<file path="src/rtl/id_issue_queue.sv">
// id_issue_queue: in-order decode-to-issue buffer.
// Registered head/count, prev-issued register, no issue->decode ack path.
module id_issue_queue #(
  parameter int unsigned NrIssuePorts = 2,
  parameter type scoreboard_entry_t = logic,
  parameter int unsigned DEPTH = 4
) (
  input  logic clk_i,
  input  logic rst_i,
  input  logic flush_i,
  input  scoreboard_entry_t [NrIssuePorts-1:0] decoded_instr_i,
  input  logic [NrIssuePorts-1:0][31:0] orig_instr_i,
  input  logic [NrIssuePorts-1:0] is_ctrl_flow_i,
  input  logic [NrIssuePorts-1:0] decoded_instr_valid_i,
  output logic [NrIssuePorts-1:0] decoded_instr_ack_o,
  output scoreboard_entry_t [NrIssuePorts-1:0] issue_instr_o,
  output logic [NrIssuePorts-1:0][31:0] issue_orig_instr_o,
  output logic [NrIssuePorts-1:0] issue_instr_valid_o,
  input  logic [NrIssuePorts-1:0] issue_ack_i,
  output scoreboard_entry_t issue_instr_prev_o,
  output logic issue_prev_valid_o,
  output logic [$clog2(DEPTH+1)-1:0] count_o,
  output logic full_o
);

  localparam int unsigned PW = $clog2(DEPTH);
  localparam int unsigned CW = $clog2(DEPTH+1);

  scoreboard_entry_t mem_entry [DEPTH];
  logic [31:0] mem_orig [DEPTH];
  logic mem_ctrl [DEPTH];

  logic [PW-1:0] rptr_q, wptr_q;
  logic [CW-1:0] count_q;
  scoreboard_entry_t prev_q, prev_d;
  logic prev_valid_q;

  logic [NrIssuePorts-1:0] ack, deq, vld;
  logic [CW-1:0] n_enq, n_deq;
  logic chain_e, chain_d;
  logic [PW-1:0] idx;

  // Enqueue acks from registered space only; ports accepted as a prefix.
  always_comb begin
    ack = '0;
    n_enq = '0;
    chain_e = !rst_i && !flush_i;
    for (int k = 0; k < NrIssuePorts; k++) begin
      ack[k] = chain_e && decoded_instr_valid_i[k]
               && (count_q <= CW'(DEPTH - 1 - k));
      chain_e = ack[k];
      if (ack[k]) n_enq = n_enq + CW'(1);
    end
  end

  // Head presentation, consume chain and youngest-consumed selection.
  always_comb begin
    vld = '0;
    deq = '0;
    n_deq = '0;
    idx = rptr_q;
    prev_d = prev_q;
    issue_instr_o = '0;
    issue_orig_instr_o = '0;
    chain_d = !flush_i;
    for (int k = 0; k < NrIssuePorts; k++) begin
      idx = rptr_q + PW'(k);
      vld[k] = (count_q > CW'(k)) && (k == 0 || !mem_ctrl[rptr_q]);
      if (vld[k]) begin
        issue_instr_o[k] = mem_entry[idx];
        issue_orig_instr_o[k] = mem_orig[idx];
      end
      deq[k] = chain_d && vld[k] && issue_ack_i[k];
      chain_d = deq[k];
      if (deq[k]) begin
        n_deq = n_deq + CW'(1);
        prev_d = mem_entry[idx];
      end
    end
  end

  // Pointers, occupancy and previous-instruction register.
  always_ff @(posedge clk_i or posedge rst_i) begin
    if (rst_i) begin
      rptr_q <= '0;
      wptr_q <= '0;
      count_q <= '0;
      prev_q <= '0;
      prev_valid_q <= 1'b0;
    end else if (flush_i) begin
      rptr_q <= '0;
      wptr_q <= '0;
      count_q <= '0;
      prev_valid_q <= 1'b0;
    end else begin
      wptr_q <= wptr_q + PW'(n_enq);
      rptr_q <= rptr_q + PW'(n_deq);
      count_q <= count_q + n_enq - n_deq;
      if (deq[0]) begin
        prev_q <= prev_d;
        prev_valid_q <= 1'b1;
      end
    end
  end

  // Storage writes; acks are already gated by reset and flush.
  always_ff @(posedge clk_i) begin
    for (int k = 0; k < NrIssuePorts; k++) begin
      if (ack[k]) begin
        mem_entry[wptr_q + PW'(k)] <= decoded_instr_i[k];
        mem_orig[wptr_q + PW'(k)] <= orig_instr_i[k];
        mem_ctrl[wptr_q + PW'(k)] <= is_ctrl_flow_i[k];
      end
    end
  end

  assign decoded_instr_ack_o = ack;
  assign issue_instr_valid_o = vld;
  assign issue_instr_prev_o = prev_q;
  assign issue_prev_valid_o = prev_valid_q;
  assign count_o = count_q;
  assign full_o = (count_q == CW'(DEPTH));

endmodule

</file>
<file path="config.mk">
export PLATFORM = sky130hd
export DESIGN_NAME = id_issue_queue
export DESIGN_NICKNAME = d
export VERILOG_FILES = /design/src/rtl/id_issue_queue.sv
export SDC_FILE = /design/constraint.sdc
export NUM_CORES = 1
export LEC_CHECK = 0
export BUFFER_PORTS_ARGS = -buffer_cell sky130_fd_sc_hd__buf_4
export CAP_MARGIN = 20
export CORE_ASPECT_RATIO = 0.8
export CORE_MARGIN = 1
export CORE_UTILIZATION = 30
export CTS_CLUSTER_SIZE = 16
export DETAILED_ROUTE_END_ITERATION = 10
export GPL_TIMING_DRIVEN = 1
export HOLD_SLACK_MARGIN = 0.12
export SLEW_MARGIN = 20
export SYNTH_ARGS = -nofsm -noshare
export SYNTH_HDL_FRONTEND = slang
export SYNTH_SLANG_ARGS = --single-unit
</file>
<file path="constraint.sdc">
create_clock -name clk_i -period 2.9 [get_ports clk_i]
set_input_delay 0.29 -clock clk_i [delete_from_list [all_inputs] [get_ports clk_i]]
set_output_delay 0.29 -clock clk_i [all_outputs]
set_load 0.005 [all_outputs]
</file>
# == Word level (Yosys, flattened, before mapping) ==
# Memories as Yosys holds them, arrays and structs flattened.
# Cells that the tools add are included.
# classes
n_addsub,8
n_mul,0
div_mod_pow,0
magnitude_cmp,4
n_eq_ne,1
shifts,0
mux,18
bitwise,1
reduce_logical,15
# op_table
cell,count
32-bit two-way mux,2
1-bit two-way mux,11
1-bit logical AND,10
3-bit two-way mux,3
"3-bit by 1-bit adder with 3-bit output, second input constant",2
"3-bit by 1-bit greater-than comparator with 1-bit output, second input constant",2
"3-bit by 2-bit less-or-equal comparator with 1-bit output, second input constant",2
"2-bit by 1-bit adder with 2-bit output, second input constant",2
2-bit adder,2
2-bit two-way mux,2
3-bit adder,1
"3-bit == test, second input constant",1
1-bit zero test,3
3-bit subtractor,1
2-bit AND reduction,1
2-bit nonzero test,1
1-bit NOT,1
# totals
regBits,9
latch_bits,0
ram_bits,136
mem_bits_ro,0
inputBits,75
mem_count,3
# mem_list
memory,depth,width,rd,rd_ports_with_merged_regs,write_ports,line,text
mem_orig,4,32,2,0,2,30,logic [31:0] mem_orig [DEPTH];
mem_ctrl,4,1,1,0,2,31,logic mem_ctrl [DEPTH];
mem_entry,4,1,2,0,2,29,scoreboard_entry_t mem_entry [DEPTH];

# == Logic depth before layout (Yosys ltp) ==
# logic_depth
word_depth,10
ltp_mapped,13
depth_no_buf,12

# == Least setup slack after synthesis ==
# OpenSTA, ideal clock, no wires.
# synth_timing
path_kind,reg2reg
startpoint,register rptr_q[0]
endpoint,register count_q[2] (netlist: count_o[2])
t_arrival_ps,3006
required_time_ps,2814
path_slack_ps,-192
stages_incl_launch_ff,12
n_path_buf,0
period_less_slack_ps,3092
path_cell_list,dfrtp_1 -> mux4_2 -> nor2_1 -> and3_1 -> ha_1 -> inv_1 -> fa_1 -> inv_1 -> fa_1 -> xor2_1 -> and2_1 -> nor3_1
# synth_between
elab_chain_cells,8
# synth_lines
element,line,text
from (decl),33,"logic [PW-1:0] rptr_q, wptr_q;"
from (signal assigned),97,rptr_q <= rptr_q + PW'(n_deq);
memory read 4 x 1 bit,n/a,
1-bit zero test,68,vld[k] = (count_q > CW'(k)) && (k == 0 || !mem_ctrl[rptr_q]);
1-bit logical AND,68,
1-bit logical AND (2 in series),73,deq[k] = chain_d && vld[k] && issue_ack_i[k];
3-bit two-way mux,75,if (deq[k]) begin
3-bit subtractor,98,count_q <= count_q + n_enq - n_deq;
3-bit two-way mux,90,end else if (flush_i) begin
to (signal assigned),98,
to (decl),34,logic [CW-1:0] count_q;
# Every way passes these cells.
# A chain may end at the register's enable or synchronous reset.

# == Worst setup path after layout ==
# Ends and elaborated chain as after synthesis.

==> run summary <==
status: finished, final reports clean
Final min period: 2.89 ns
Layout fillers: 2559
slew margin rel.: 0.335
most frequent cells in the layout: buf_4 (178), mux2_2 (136), edfxtp_1 (136)
via/cell ratio: 4.98
Via Count: 5231
mux cell area share after synthesis: 0.359
Overall Global Routing Usage: 0.158
Synth Area in Adders: 0.0136
crit path DAT: 3.25 ns
Avg WL per Cell: 21.1 µm
post-synthesis compound-gate area fraction: 0.00621
Worst Setup End Kind: flip-flop
Post-Syn Area: 8460 µm²
Clk pin slew, worst setup/hold paths: 0.06 ns
Worst-Margin Slew: 0.997 ns
Hold Vio Cnt, Final: 0
max cap viols: 0
Worst Clk Skew: 0.00974 ns
P per Cell Area: 644 nW/µm²
Max Slew Vio Count: 0
Synth Area in Simple Gates: 0.0731
met2 Use GR: 0.272
root buffer cell: clkbuf_16
Synth Register Bits: 145
clock latency on the worst-skew pair: 0.43 ns
Synth Area per Inst: 16.6 µm²
Die ar.: 28900 µm²
largest family of logic cells by synthesized area: multiplexers
Placer Congestion: 0.741
I/O pins: 151
Synth Instances: 511
Congestion Overflow GR: 0
WS Path Type: flip-flop to flip-flop
die height: 152 µm
Synth area leader: edfxtp_1
Setup-failing EPs final: 0
met3 usage: 0.0375
floorplan row count: 54
vias in the first global route: 5831
Ys Warns: 0
most common cell after layout, fill and taps aside: buf_4
Hold Slack: 0.182 ns
GRT busiest layer: met2
Net Count, Synth: 594
detailed placement HPWL: 14600 µm
layout cells sized above 1: 0.628
CTS tree: yes
Synth top area share: 0.483
number of I/O port buffers: 150
CTS max path bufs: 2
class of the worst hold path: input port to flip-flop
VDD IR-drop max: 597 µV
initial antenna violation count: 0
DRC viols: 0
drt initial violations: 285
area growth from synthesis to layout: 27.2%
Die W: 190 µm
Critical Path Source Type: flip-flop
Reg area: 4320 µm²
Synth Area in XOR/XNOR: 0.00414
# diodes: 0
Final Cycle Share: 0.998
Placeable Area: 27500 µm²
multi-input logic area: 3950 µm²
Total Power: 6920 µW
initial core utilization: 0.308
Synth cell types: 32
Seq/Total Area, Yosys: 0.509
largest net degree at the start of global routing: 68
Routed Antenna Nets: 0
final net count: 757
routing usage on met1: 0.195
Max Freq: 346 MHz
CTS buffer count: 17
WL final: 22200 µm
clk sinks: 145
worst-path fanout max: 2
Critical Path RT: 3.26 ns
LEAKAGE: 0.00387 µW
H-tree depth: 4
RSZ-0062 raised after global routing: true
first-pass GRT wire length: 33900 µm
Synth area leaders: edfxtp_1 (48%), mux2_2 (18%), mux4_2 (18%)
first-pass detailed-route iteration total: 4
fin util: 0.391
flip-flops by register name, summed over array words and instances (netlist names):
name,flops
issue_instr_prev_o,1
count_o,3
mem_orig,128
mem_ctrl,4
wptr_q,2
rptr_q,2
mem_entry,4
issue_prev_valid_o,1
stage by stage:
step	TNS, ns	instance area, µm²	setup slack (ns)	std cells
after CTS	0	10700	0.00779	1049
after floorplan	-11.69	8460	-0.170	511
after global routing	-0.210	10800	-0.0791	1050
after global placement	-0.0104	10000	-0.0104	1016
final	0	10800	0.00627	1050
after detailed placement	-0.111	10000	-0.111	1016
worst paths after layout:
path                                    start                 end  slack (ns)  cells past startpoint
max                                 rptr_q[0]          count_o[2]       0.006                     11
max reg2reg                         rptr_q[0]          count_o[2]       0.006                     11
max in group asynchronous               rst_i           rptr_q[1]        2.18                      3
min reg2reg                issue_prev_valid_o  issue_prev_valid_o        0.50                      1
min                          orig_instr_i[29]     mem_orig[1][29]        0.18                      2
min in group asynchronous               rst_i           wptr_q[1]        0.41                      3
worst max-delay path, cell delays in order (launching register included):
cell and delay (ns):
dfrtp_4 0.42, mux4_2 0.55, nor2_4 0.14, and3_4 0.19, ha_4 0.13, inv_1 0.05, fa_1 0.55, inv_2 0.04
fa_2 0.34, xor2_2 0.15, and2_4 0.14, nor3_2 0.10
logic make-up after synthesis:
group	count (synthesis)
DFF	145
and+or+nand+nor	97
buffers and inverters	46
xor gates and xnor gates	4
adders and majority gates	8
AOI/OAI and AO/OA	8
muxes	203
power breakdown:
part	internal [µW]	switching (µW)	total [µW]
clock network	1510	857	2370
logic	1140	973	2120
registers	2390	46.1	2440
cell usage after synthesis (all sizes together):
master and instances:
a21boi 1, a21o 1, a21oi 1, a31oi 2, and2 69, and3 3, and4 1, buf 27
clkbuf 10, dfrtp 9, edfxtp 136, fa 2, ha 6, inv 9, mux2 136, mux4 67
nand3 3, nor2 9, nor2b 6, nor3 2, nor3b 1, nor4b 1, o21a 1, o21ai 1
o31ai 1, or3 1, or4b 1, xnor2 2, xor2 2
metal layers:
layer / up-vias / wire, µm
li1: 2348 / -
met1: 2713 / 9320
met2: 143 / 11300
met3: 27 / 1120
met4: 0 / 386
met5: - / 0
area by class of cell:
type,instances,area share
clock buffers,19,0.0402
clock inverters,12,0.0177
multi-input cells,320,0.367
flip-flops and latches,145,0.401
inverters,9,0.00314
repair buffers,181,0.128
well taps,364,0.0423
repair_timing:
item                                   CTS  global route
buffers inserted                         0             1
setup endpoints to repair                1             3
hold buffers                             2             0
endpoints found under the hold margin   16             0
pin swaps                                3             5
gates resized for setup                  7             4
(Power assumes the default switching activity.)
